===== config.mk =====
export PLATFORM = sky130hd
export DESIGN_NAME = mem_bus_arbiter
export DESIGN_NICKNAME = d
export VERILOG_FILES = /design/src/rtl/mem_bus_arbiter_pkg.sv /design/src/rtl/mem_arb_grant.sv /design/src/rtl/mem_bus_arbiter.sv
export SDC_FILE = /design/constraint.sdc
export NUM_CORES = 1
export LEC_CHECK = 0
export CORE_UTILIZATION = 35
export DETAILED_ROUTE_END_ITERATION = 10
export PLACE_DENSITY = 0.79
export SETUP_SLACK_MARGIN = 0.02
export SLEW_MARGIN = 20
export SYNTH_ARGS = -nofsm -noshare
export SYNTH_HDL_FRONTEND = slang
export SYNTH_SLANG_ARGS = --single-unit

===== constraint.sdc =====
create_clock -name clk -period 2.3 [get_ports clk]
set_clock_uncertainty 0.15 [all_clocks]
set_input_delay 0.575 -clock clk [delete_from_list [all_inputs] [get_ports clk]]
set_output_delay 0.575 -clock clk [all_outputs]
set_load 0.1 [all_outputs]

===== src/rtl/mem_bus_arbiter_pkg.sv =====
// Shared types for the IF/MEM memory bus arbiter: FSM states, requester ids
// and the width of the latched bus command {wr, wstrb, addr, wdata}.
package mem_bus_arbiter_pkg;

    typedef enum logic [1:0] {
        ST_IDLE = 2'd0,
        ST_ADDR = 2'd1,
        ST_DATA = 2'd2,
        ST_RESP = 2'd3
    } arb_state_e;

    typedef enum logic {
        GNT_INST = 1'b0,
        GNT_DATA = 1'b1
    } grant_e;

    function automatic int busCmdWidth(input int addrW, input int dataW);
        return 1 + dataW / 8 + addrW + dataW;
    endfunction

endpackage


===== src/rtl/mem_arb_grant.sv =====
// Grant decision between the instruction and data requesters, plus the flop
// remembering who won last so round-robin mode can favour the other side.
module mem_arb_grant
    import mem_bus_arbiter_pkg::*;
#(
    parameter int ARB_MODE = 0
) (
    input  logic   clk,
    input  logic   resetn,
    input  logic   i_instReq,
    input  logic   i_dataReq,
    input  logic   i_grantEn,
    output grant_e o_grant,
    output logic   o_anyReq
);

    grant_e r_rrLast;

    assign o_anyReq = i_instReq | i_dataReq;

    // On a tie, mode 0 always favours data; mode 1 favours whoever was not granted last.
    always_comb begin
        o_grant = GNT_INST;
        if (i_dataReq && !i_instReq) begin
            o_grant = GNT_DATA;
        end else if (i_dataReq && i_instReq) begin
            if (ARB_MODE == 0) begin
                o_grant = GNT_DATA;
            end else begin
                o_grant = (r_rrLast == GNT_INST) ? GNT_DATA : GNT_INST;
            end
        end
    end

    always_ff @(posedge clk or negedge resetn) begin
        if (!resetn) begin
            r_rrLast <= GNT_INST;
        end else if (i_grantEn) begin
            r_rrLast <= o_grant;
        end
    end

endmodule


===== src/rtl/mem_bus_arbiter.sv =====
// Shares one SRAM-like bus between the IF and MEM requesters, one transaction at a
// time through address and data phases, and raises the pipeline stall meanwhile.
module mem_bus_arbiter
    import mem_bus_arbiter_pkg::*;
#(
    parameter int ADDR_W   = 32,
    parameter int DATA_W   = 32,
    parameter int ARB_MODE = 0
) (
    input  logic                  clk,
    input  logic                  resetn,

    input  logic                  inst_req,
    input  logic [ADDR_W-1:0]     inst_addr,
    output logic [DATA_W-1:0]     inst_rdata,
    output logic                  inst_done,

    input  logic                  data_req,
    input  logic                  data_wr,
    input  logic [DATA_W/8-1:0]   data_wstrb,
    input  logic [ADDR_W-1:0]     data_addr,
    input  logic [DATA_W-1:0]     data_wdata,
    output logic [DATA_W-1:0]     data_rdata,
    output logic                  data_done,

    output logic                  bus_req,
    output logic                  bus_wr,
    output logic [DATA_W/8-1:0]   bus_wstrb,
    output logic [ADDR_W-1:0]     bus_addr,
    output logic [DATA_W-1:0]     bus_wdata,
    input  logic                  bus_addr_ok,
    input  logic                  bus_data_ok,
    input  logic [DATA_W-1:0]     bus_rdata,

    output logic                  stallreq_for_axi
);

    localparam int STRB_W = DATA_W / 8;
    localparam int CMD_W  = busCmdWidth(ADDR_W, DATA_W);

    arb_state_e         r_state;
    arb_state_e         w_nextState;
    grant_e             r_grant;
    grant_e             w_grant;
    logic               w_anyReq;
    logic               w_grantEn;
    logic               w_rdataEn;
    logic [CMD_W-1:0]   r_cmd;
    logic [CMD_W-1:0]   w_cmdNext;
    logic [DATA_W-1:0]  r_instRdata;
    logic [DATA_W-1:0]  r_dataRdata;

    mem_arb_grant #(
        .ARB_MODE (ARB_MODE)
    ) u_grant (
        .clk       (clk),
        .resetn    (resetn),
        .i_instReq (inst_req),
        .i_dataReq (data_req),
        .i_grantEn (w_grantEn),
        .o_grant   (w_grant),
        .o_anyReq  (w_anyReq)
    );

    always_ff @(posedge clk or negedge resetn) begin
        if (!resetn) begin
            r_state <= ST_IDLE;
        end else begin
            r_state <= w_nextState;
        end
    end

    // Phase acknowledges are only honoured in their own state; anything else is ignored.
    always_comb begin
        w_nextState = r_state;
        w_grantEn   = 1'b0;
        w_rdataEn   = 1'b0;
        bus_req     = 1'b0;
        inst_done   = 1'b0;
        data_done   = 1'b0;
        case (r_state)
            ST_IDLE: begin
                if (w_anyReq) begin
                    w_grantEn   = 1'b1;
                    w_nextState = ST_ADDR;
                end
            end
            ST_ADDR: begin
                bus_req = 1'b1;
                if (bus_addr_ok) begin
                    w_nextState = ST_DATA;
                end
            end
            ST_DATA: begin
                if (bus_data_ok) begin
                    w_rdataEn   = 1'b1;
                    w_nextState = ST_RESP;
                end
            end
            ST_RESP: begin
                inst_done   = (r_grant == GNT_INST);
                data_done   = (r_grant == GNT_DATA);
                w_nextState = ST_IDLE;
            end
            default: begin
                w_nextState = ST_IDLE;
            end
        endcase
    end

    // Instruction fetches are always reads, so their write fields are cleared.
    always_comb begin
        if (w_grant == GNT_DATA) begin
            w_cmdNext = {data_wr, data_wstrb, data_addr, data_wdata};
        end else begin
            w_cmdNext = {1'b0, {STRB_W{1'b0}}, inst_addr, {DATA_W{1'b0}}};
        end
    end

    always_ff @(posedge clk or negedge resetn) begin
        if (!resetn) begin
            r_grant     <= GNT_INST;
            r_cmd       <= '0;
            r_instRdata <= '0;
            r_dataRdata <= '0;
        end else begin
            if (w_grantEn) begin
                r_grant <= w_grant;
                r_cmd   <= w_cmdNext;
            end
            if (w_rdataEn) begin
                if (r_grant == GNT_INST) begin
                    r_instRdata <= bus_rdata;
                end else if (!r_cmd[CMD_W-1]) begin
                    r_dataRdata <= bus_rdata;
                end
            end
        end
    end

    assign {bus_wr, bus_wstrb, bus_addr, bus_wdata} = r_cmd;
    assign inst_rdata       = r_instRdata;
    assign data_rdata       = r_dataRdata;
    assign stallreq_for_axi = (inst_req & ~inst_done) | (data_req & ~data_done);

endmodule


==> results.yml <==
place:
  portBuffers: 275
  post_dp_cell_area_um2: 8310
  routabilityCongestion: 0.784
  dp_hpwl_um: 10900
job:
  cap_violations: 0
timing:
  slew_headroom_pct: 70.2
  hold_viol_final: 0
  finalMaxSlewViolations: 0
  period_share_pct: 103
  setup_viol_count_final: 1
  min_period_ns: 2.36
  rsz0062_at_grt: "yes"
  worst_pin_slew_ns: 0.447
  fmaxAchievable_mhz: 423
  setup_ws_ns: -0.0631
routing:
  viasPerCell: 4.64
  m1WireLength_um: 5840
  wl_met2_um: 7580
  ant_nets: 0
  wl_per_cell_um: 15.2
  top_layer_used: "met4"
  vias: 4492
  wl_um: 14800
  drc: 0
  first_pass_iters: 4
  drt_iter0_drc: 183
  dr_wl_met3_um: 1060
grt:
  grt_pass1_wl_um: 23600
  grt_pass1_vias: 4757
  antenna_found_initial: 0
  grt_overflow_total: 0
  track_usage_pct: 18.8
  grt_max_degree: 56
critical_path:
  startpoint_type: "flop"
  path_cells: "ha_2, nor2b_4, nor2_4, a2bb2oi_4, buf_12"
  worstSetupPathType: "reg -> out"
  cp_max_fo: 2
  cp_slowest_cell: "dfrtp_1"
  slowest_delay_ns: 0.39
  crit_arrival_ns: 1.64
  critPathRequiredTime_ns: 1.57
  crit_buf_inv: 1
  endpoint_kind: "output pin"
  crit_family: "flip-flops"
logic_synthesis:
  synthCells: 461
  ys_top_cells_by_area: "dfrtp_1 (62%), mux2_2 (13%), nand2_1 (7.4%), mux2i_1 (6.0%), nand3_1 (3.4%)"
  synth_seq_cells: 136
  synth_edf_count: 0
  syn_nets: 605
  synth_top_flop_cell: "dfrtp_1"
  synth_top_cell_area_share_pct: 61.9
  syn_area_per_cell_um2: 11.9
  yosys_warnings: 0
  syn_area_um2: 5500
  synth_top_area_cell: "dfrtp_1"
  async_reset_ff_share_pct: 100
  ys_seq_area_share_pct: 61.9
  synth.most_common_cell: "dfrtp_1"
  synth_common_cells: "dfrtp_1 (136), nand2_1 (109), mux2_2 (64)"
  synth_cell_types: 21
die:
  die_area_um2: 16200
  start_util_pct: 36.0
  ios: 276
  die_h_um: 127
  fp-row-count: 45
  fp.dieW_um: 127
  fp.coreArea_um2: 15300
min_path:
  hp-class: "in -> reg"
cells_and_area:
  design_area_um2: 9020
  drive_gt1_share_pct: 34.1
  nets: 888
  syn_to_final_growth_pct: 64.1
  fin_util_pct: 59.1
  insertedDiodeCount: 0
cts:
  clock_latency_ns: 0.40
  path_clk_slew_ns: 0.06
  cts_tree: "done"
  cts_buffer_depth: 2
  cts.sinks: 136
  cts-root-buf: "clkbuf_16"
  cts-buffers-inserted: 17
  cts_htree_levels: 4
outcome:
  violations: "negative setup slack"
  outcome: "finished, violations left"
through the flow:
| step | setup TNS (ns) | hold WS (ns) | instances | setup WS [ns] |
|---|---|---|---|---|
| final | -0.0631 | 0.313 | 968 | -0.0631 |
| after global routing | -0.140 | 0.331 | 968 | -0.140 |
| after CTS | -0.0845 | 0.291 | 966 | -0.0845 |
| after detailed placement | -0.0984 | 0.310 | 931 | -0.0984 |
| after global placement | -0.0982 | 0.303 | 931 | -0.0982 |
| after floorplan | 0 | 0.129 | 461 | 0.0634 |
repair_timing:
action | in CTS | in global routing
setup buffers | 2 | 2
hold buffers | 1 | 0
pin swaps | 1 | 2
gates resized for setup | 2 | 3
endpoints found under the hold margin | 41 | 0
setup endpoints to repair | 1 | 1
metal layers:
| layer | global-route usage (%) | vias up |
|---|---|---|
| met1 | 21.7 | 2157 |
| met2 | 32.6 | 186 |
| met5 | 0 | - |
| met4 | 7.91 | 0 |
| met3 | 5.44 | 26 |
| li1 | - | 2123 |
cells by family after synthesis:
logic type / after synthesis / synth area share [%]
fa+ha+maj: 5 / 1.14
flops: 136 / 61.9
simple gates: 153 / 11.5
buf+inv: 34 / 2.78
compound gates: 35 / 3.34
mux: 98 / 19.3
cell usage in the layout, fill, tap and decap left out, drive strengths merged, types with 2 or more instances in the layout:
cell type      netlist  layout
nor2                 3       3
clkinvlp             0       2
mux2                65      65
o21ai               33      33
bufinv               0       4
dfrtp              136     136
nand3               37      37
nand2              109     109
clkdlybuf4s50        0     136
inv                  5       7
clkbuf               9      23
buf                 20     156
mux2i               33      33
ha                   5       5
worst min-delay path, cell delays in order:
cell and delay (ns):
buf_4 0.15, nand2_1 0.06, nand2_1 0.04
worst paths after layout:
| kind | startpoint | to | slack, ns | depth (start not counted) |
|---|---|---|---|---|
| worst max-delay path | r_state[1] | stallreq_for_axi | -0.06 | 5 |
| worst min-delay path | data_req | r_grant | 0.31 | 3 |
| worst max register to register | r_state[1] | r_state[1] | 0.34 | 5 |
| worst min register to register | r_cmd[29] | r_cmd[29] | 0.32 | 2 |
| max in group asynchronous | resetn | r_cmd[44] | 0.89 | 3 |
| min in group asynchronous | resetn | inst_rdata[11] | 0.52 | 2 |
final cells by class:
cell class,instances,area (um2)
clock buffers,23,488
clock inverters,9,161
fillers,1221,6230
inverters,5,18.8
multi-input cells,291,2000
flip-flops and latches,136,3400
well taps,211,264
repair buffers,293,2680
state kept, by name, indices dropped and copies added (netlist names):
| name | cells |
|---|---|
| r_state | 2 |
| data_rdata | 32 |
| r_grant | 1 |
| inst_rdata | 32 |
| r_cmd | 69 |
Power is not shown: default switching activity piles up to over one toggle a cycle in this logic, so the estimate is an artifact.
